[config.mk]
export PLATFORM = sky130hd
export DESIGN_NAME = icache_refill_unit
export DESIGN_NICKNAME = d
export VERILOG_FILES = /design/src/rtl/icache_refill_unit.sv
export SDC_FILE = /design/constraint.sdc
export NUM_CORES = 1
export LEC_CHECK = 0
export ABC_AREA = 1
export CAP_MARGIN = 20
export CORE_AREA = 3 3 132 134
export DETAILED_ROUTE_END_ITERATION = 8
export DIE_AREA = 0 0 135 137
export GPL_TIMING_DRIVEN = 0
export PLACE_DENSITY = 0.8
export SYNTH_ARGS = -nofsm -noshare
export SYNTH_HDL_FRONTEND = slang
export SYNTH_SLANG_ARGS = --single-unit
[constraint.sdc]
create_clock -name clk -period 7.1 [get_ports clk]
set_input_delay 1.42 -clock clk [delete_from_list [all_inputs] [get_ports clk]]
set_output_delay 1.42 -clock clk [all_outputs]
set_load 0.03 [all_outputs]
[src/rtl/icache_refill_unit.sv]
// icache_refill_unit
//   Instruction-cache miss service engine. Accepts one miss at a time, issues a
//   single burst read for the whole line, gathers WORDS_PER_LINE beats into a
//   line buffer, then writes line/index/tag into cache storage with a one-cycle
//   strobe. A beat error anywhere in the burst turns the write into an error
//   completion so the cache is never written with bad data.
//
//   Optional feature macro: ICACHE_REFILL_CRITICAL_WORD_FIRST_EN
//     When defined, the burst starts at the missing word (memory wraps), beats
//     are placed from that word onward, and crit_valid/crit_data present the
//     first beat early.
//
// Ports
//   clk, reset          clock, asynchronous active-high reset
//   miss_valid/ready    miss request handshake (ready = unit idle)
//   miss_addr           byte address of the missing instruction
//   mem_req_valid/ready burst read request handshake
//   mem_req_addr        burst start address
//   mem_rsp_valid       response beat strobe (no backpressure)
//   mem_rsp_data/err    beat data and error flag
//   fill_we             one-cycle line write strobe
//   fill_index/tag/line line write payload
//   fill_done           one-cycle successful completion pulse
//   fill_err            one-cycle error completion pulse
//   crit_valid/data     (macro only) first-beat early restart
//
// States
//   IDLE  | waiting for a miss, miss_ready high
//   REQ   | burst request held until memory accepts
//   RECV  | collecting response beats
//   WRITE | line written to cache storage this cycle
//   ERR   | burst finished with an error, no write

module icache_refill_unit #(
    parameter int ADDR_W         = 32,
    parameter int DATA_W         = 32,
    parameter int WORDS_PER_LINE = 4,
    parameter int NUM_LINES      = 32,
    localparam int OFF_W         = $clog2(WORDS_PER_LINE),
    localparam int IDX_W         = $clog2(NUM_LINES),
    localparam int TAG_W         = ADDR_W - IDX_W - OFF_W - 2
) (
    input  logic                             clk,
    input  logic                             reset,
    input  logic                             miss_valid,
    output logic                             miss_ready,
    input  logic [ADDR_W-1:0]                miss_addr,
    output logic                             mem_req_valid,
    input  logic                             mem_req_ready,
    output logic [ADDR_W-1:0]                mem_req_addr,
    input  logic                             mem_rsp_valid,
    input  logic [DATA_W-1:0]                mem_rsp_data,
    input  logic                             mem_rsp_err,
    output logic                             fill_we,
    output logic [IDX_W-1:0]                 fill_index,
    output logic [TAG_W-1:0]                 fill_tag,
    output logic [WORDS_PER_LINE*DATA_W-1:0] fill_line,
    output logic                             fill_done,
    output logic                             fill_err
`ifdef ICACHE_REFILL_CRITICAL_WORD_FIRST_EN
    ,
    output logic                             crit_valid,
    output logic [DATA_W-1:0]                crit_data
`endif
);

    localparam logic [2:0] IDLE  = 3'd0;
    localparam logic [2:0] REQ   = 3'd1;
    localparam logic [2:0] RECV  = 3'd2;
    localparam logic [2:0] WRITE = 3'd3;
    localparam logic [2:0] ERR   = 3'd4;

`ifdef ICACHE_REFILL_CRITICAL_WORD_FIRST_EN
    localparam logic [ADDR_W-1:0] ADDR_MASK = ~ADDR_W'(3);
`else
    localparam logic [ADDR_W-1:0] ADDR_MASK = ~ADDR_W'(WORDS_PER_LINE*4 - 1);
`endif

    logic [2:0]                       state;
    logic [ADDR_W-1:0]                addr_q;
    logic [OFF_W-1:0]                 beat_cnt;
    logic [OFF_W-1:0]                 start_word;
    logic [OFF_W-1:0]                 slot;
    logic                             err_q;
    logic                             write_q;
    logic                             err_pulse_q;
    logic [WORDS_PER_LINE*DATA_W-1:0] line_buf;
    logic                             last_beat;

    assign miss_ready = (state == IDLE);
    assign last_beat  = (beat_cnt == OFF_W'(WORDS_PER_LINE - 1));
    // OFF_W-bit add wraps the slot around the line
    assign slot       = start_word + beat_cnt;

    // addr_q already holds the burst start address, so the request and the
    // fill payload are plain slices of one register
    assign mem_req_addr = addr_q;
    assign fill_index   = addr_q[OFF_W+2 +: IDX_W];
    assign fill_tag     = addr_q[ADDR_W-1 -: TAG_W];
    assign fill_line    = line_buf;
    assign fill_we      = write_q;
    assign fill_done    = write_q;
    assign fill_err     = err_pulse_q;

`ifdef ICACHE_REFILL_CRITICAL_WORD_FIRST_EN
    always_ff @(posedge clk or posedge reset) begin
        if (reset) begin
            start_word <= '0;
            crit_valid <= 1'b0;
            crit_data  <= '0;
        end else begin
            crit_valid <= 1'b0;
            if (state == IDLE && miss_valid) begin
                start_word <= miss_addr[OFF_W+1:2];
            end
            if (state == RECV && mem_rsp_valid && beat_cnt == '0 && !mem_rsp_err) begin
                crit_valid <= 1'b1;
                crit_data  <= mem_rsp_data;
            end
        end
    end
`else
    assign start_word = '0;
`endif

    always_ff @(posedge clk or posedge reset) begin
        if (reset) begin
            state         <= IDLE;
            addr_q        <= '0;
            beat_cnt      <= '0;
            err_q         <= 1'b0;
            write_q       <= 1'b0;
            err_pulse_q   <= 1'b0;
            mem_req_valid <= 1'b0;
            line_buf      <= '0;
        end else begin
            write_q     <= 1'b0;
            err_pulse_q <= 1'b0;
            case (state)
                IDLE: begin
                    if (miss_valid) begin
                        addr_q        <= miss_addr & ADDR_MASK;
                        mem_req_valid <= 1'b1;
                        state         <= REQ;
                    end
                end
                REQ: begin
                    if (mem_req_ready) begin
                        mem_req_valid <= 1'b0;
                        beat_cnt      <= '0;
                        err_q         <= 1'b0;
                        state         <= RECV;
                    end
                end
                RECV: begin
                    if (mem_rsp_valid) begin
                        line_buf[slot*DATA_W +: DATA_W] <= mem_rsp_data;
                        beat_cnt <= beat_cnt + OFF_W'(1);
                        if (mem_rsp_err) begin
                            err_q <= 1'b1;
                        end
                        if (last_beat) begin
                            if (err_q || mem_rsp_err) begin
                                err_pulse_q <= 1'b1;
                                state       <= ERR;
                            end else begin
                                write_q <= 1'b1;
                                state   <= WRITE;
                            end
                        end
                    end
                end
                WRITE:   state <= IDLE;
                ERR:     state <= IDLE;
                default: state <= IDLE;
            endcase
        end
    end

endmodule

==> metrics.cfg <==
[yosys]
yosys.area_share.simple=0.250
synth_area_um2=7330
synth-seq-area-share=0.563
synth_xor_area_frac=0
synth_cell_types=27
synth_compound_area_frac=0.0923
ys_ff_latch=165
synthCells=856
ys.warnings.count=0
muxShareOfSynthArea=0
synth_top_family_by_area=simple AND/OR/NAND/NOR gates
syn_avg_cell_area_um2=8.57
synth_fa_ha_area_frac=0.00853

[floorplan]
initial_core_util=0.447
die-area_um2=18500
core_um2=16400
io_pins=263
die_w_um=135
dieHeight_um=137
rows=47

[critical_path]
critPathLaunchType=flop
reg2reg_from=beat_cnt[0]
slowest_stage=clkdlybuf4s50_1
endpoint_kind=primary output
worstPathArrival_ns=2.37
worstPathMaxFanout=10
slowest_delay_ns=0.76
reg2reg_depth=9
crit_chain=nor2_4 > nand2_1 > inv_1 > clkbuf_1 > clkdlybuf4s50_1
cp-endpoint=miss_ready
setup.worst_path.start=state[0]
rrSetupSlack_ns=4.18
critPathRequiredTime_ns=5.68
r2r-end=fill_line[87]
criticalPathCategory=flop to primary output

[timing]
drv_slew=0
setup_violations=0
max_slew_margin=0.541
tns_ns=0
min_period_over_period=0.534
worst_pin_slew_ns=0.689
fin_skew_ns=0.00868
period_needed_ns=3.79
rsz0062_at_grt=false
fmax_ghz=0.264
finalHoldViolCount=0

[detailed_routing]
totalWireLength_um=22500
via_count=6899
wire_per_inst_um=16.5
viasPerCell=5.05
postRouteAntennaNets=0
post-route-drc-count=0
initialDrtViolationCount=450
dr.pass1.iters=5

[global_route]
grt_pass1_wl_um=35800
grt_usage=0.247
overflow=0
grt_max_degree=134
antenna_found_initial=0
first_global_vias=6764

[pwr]
total_leakage_power_uw=0.00495
power_density_nw_per_um2=525
ir_drop_v=0.000250

[clock_tree]
clk_latency_ns=0.42
clock_sink_count=165
cts_max_path_buffers=2
hold_buffers=0
cts_setup_buffers=0
path_clk_slew_ns=0.06
cts-root-buf=clkbuf_16
htreeDepth=4
cts_resized=0
cts_tree=yes
cts_buffers=17

[job]
maxCapViolations=0

[layout]
mostFrequentLayoutCells=nand2_1 (309), clkdlybuf4s50_1 (254), dfrtp_1 (165), o21ai_0 (69), o21ai_1 (56)
layout-drive-gt1-share=0.0908
register_area_um2=4130
diodes=0
multiInputGateArea_um2=2590
syn_to_final_growth_pct=47.7
final_common_cell=nand2_1
num-fill-cells=1320
nets=1208
fin_area_um2=10800

[outcome]
outcome=finished, final reports clean

[placement]
post-dp-hpwl_um=16600
portBuffers=254
gp_congestion=0.871
post_dp_cell_area_um2=10200

[worst_hold_path]
hp-class=flop to flop

[state kept, by name, summed over array words and instances, names as in the netlist]
name           count
beat_cnt           2
err_q              1
fill_done          1
fill_err           1
fill_line        128
mem_req_addr      28
mem_req_valid      1
state              3
[layer usage]
metal / wire length, µm / GRT usage
met5: 0 / 0
met4: 383 / 0.0677
met3: 1590 / 0.0651
met2: 11200 / 0.407
met1: 9340 / 0.325
[cell families after synthesis]
logic type	after synthesis
AND/OR/NAND/NOR	436
flip-flops	165
AO/OA/AOI/OAI	131
buffers and inverters	118
adder cells (fa/ha/maj)	5
other	1
[cell usage after synthesis]
| cell | instances | area, µm² |
|---|---|---|
| nand2_1 | 309 | 1160 |
| dfrtp_1 | 165 | 4130 |
| o21ai_0 | 69 | 345 |
| o21ai_1 | 56 | 280 |
| nand3_1 | 55 | 275 |
| clkbuf_1 | 36 | 135 |
| buf_4 | 33 | 248 |
| nand4_1 | 33 | 206 |
| nor2_1 | 28 | 105 |
| inv_1 | 21 | 78.8 |
| buf_2 | 15 | 75.1 |
| buf_6 | 5 | 56.3 |
| ha_1 | 5 | 62.6 |
| o21ai_2 | 5 | 43.8 |
| clkbuf_2 | 3 | 15.0 |
| inv_2 | 3 | 11.3 |
| nand2_2 | 3 | 18.8 |
| nor2_2 | 2 | 12.5 |
| nor2_4 | 2 | 22.5 |
| buf_1 | 1 | 3.75 |
| clkinv_1 | 1 | 3.75 |
| conb_1 | 1 | 3.75 |
| nand2_4 | 1 | 11.3 |
| nand3b_1 | 1 | 7.51 |
| nor3_1 | 1 | 5.00 |
| nor3_2 | 1 | 10.0 |
| o21bai_1 | 1 | 7.51 |
[worst min-delay path by stage]
stage | cells past startpoint | endpoint | startpoint
finish | 1 | fill_done | err_q
global route | 1 | fill_done | err_q
CTS | 1 | fill_done | err_q
detailed placement | 1 | fill_done | err_q
global placement | 1 | fill_done | err_q
floorplan | 1 | fill_done | err_q
[per-stage QoR]
step           power, µW  hold WS [ns]  utilization  setup slack [ns]  instances
2_1_floorplan       3400         0.425            -              1.22        859
3_3_place_gp        4650         0.449        0.619             -1.05       1333
3_5_place_dp        4700         0.459        0.622              3.77       1334
4_1_cts             5710         0.467        0.660              3.31       1366
5_1_grt             6030         0.504        0.660              3.19       1366
6_report            5690         0.469        0.660              3.31       1366
[power by group]
part / switching (µW) / internal, µW / total, µW
logic: 1980 / 1160 / 3140
clock network: 360 / 626 / 986
registers: 252 / 1310 / 1570
total: 2590 / 3100 / 5690
[layout make-up]
cell class	count	area share
plain buffers	93	0.0492
clock buffers	24	0.0454
well taps	220	0.0254
flip-flops and latches	165	0.381
clock inverters	8	0.0134
inverters	25	0.00935
multi-input cells	576	0.239
repair buffers	255	0.237
[worst max-delay path, delay by kind of cell (launching register included)]
family,cells,cell delay [ns]
buffers and inverters,3,1.24
and+or+nand+nor,2,0.31
DFF,1,0.41
Power figures use the tool's default switching activity.
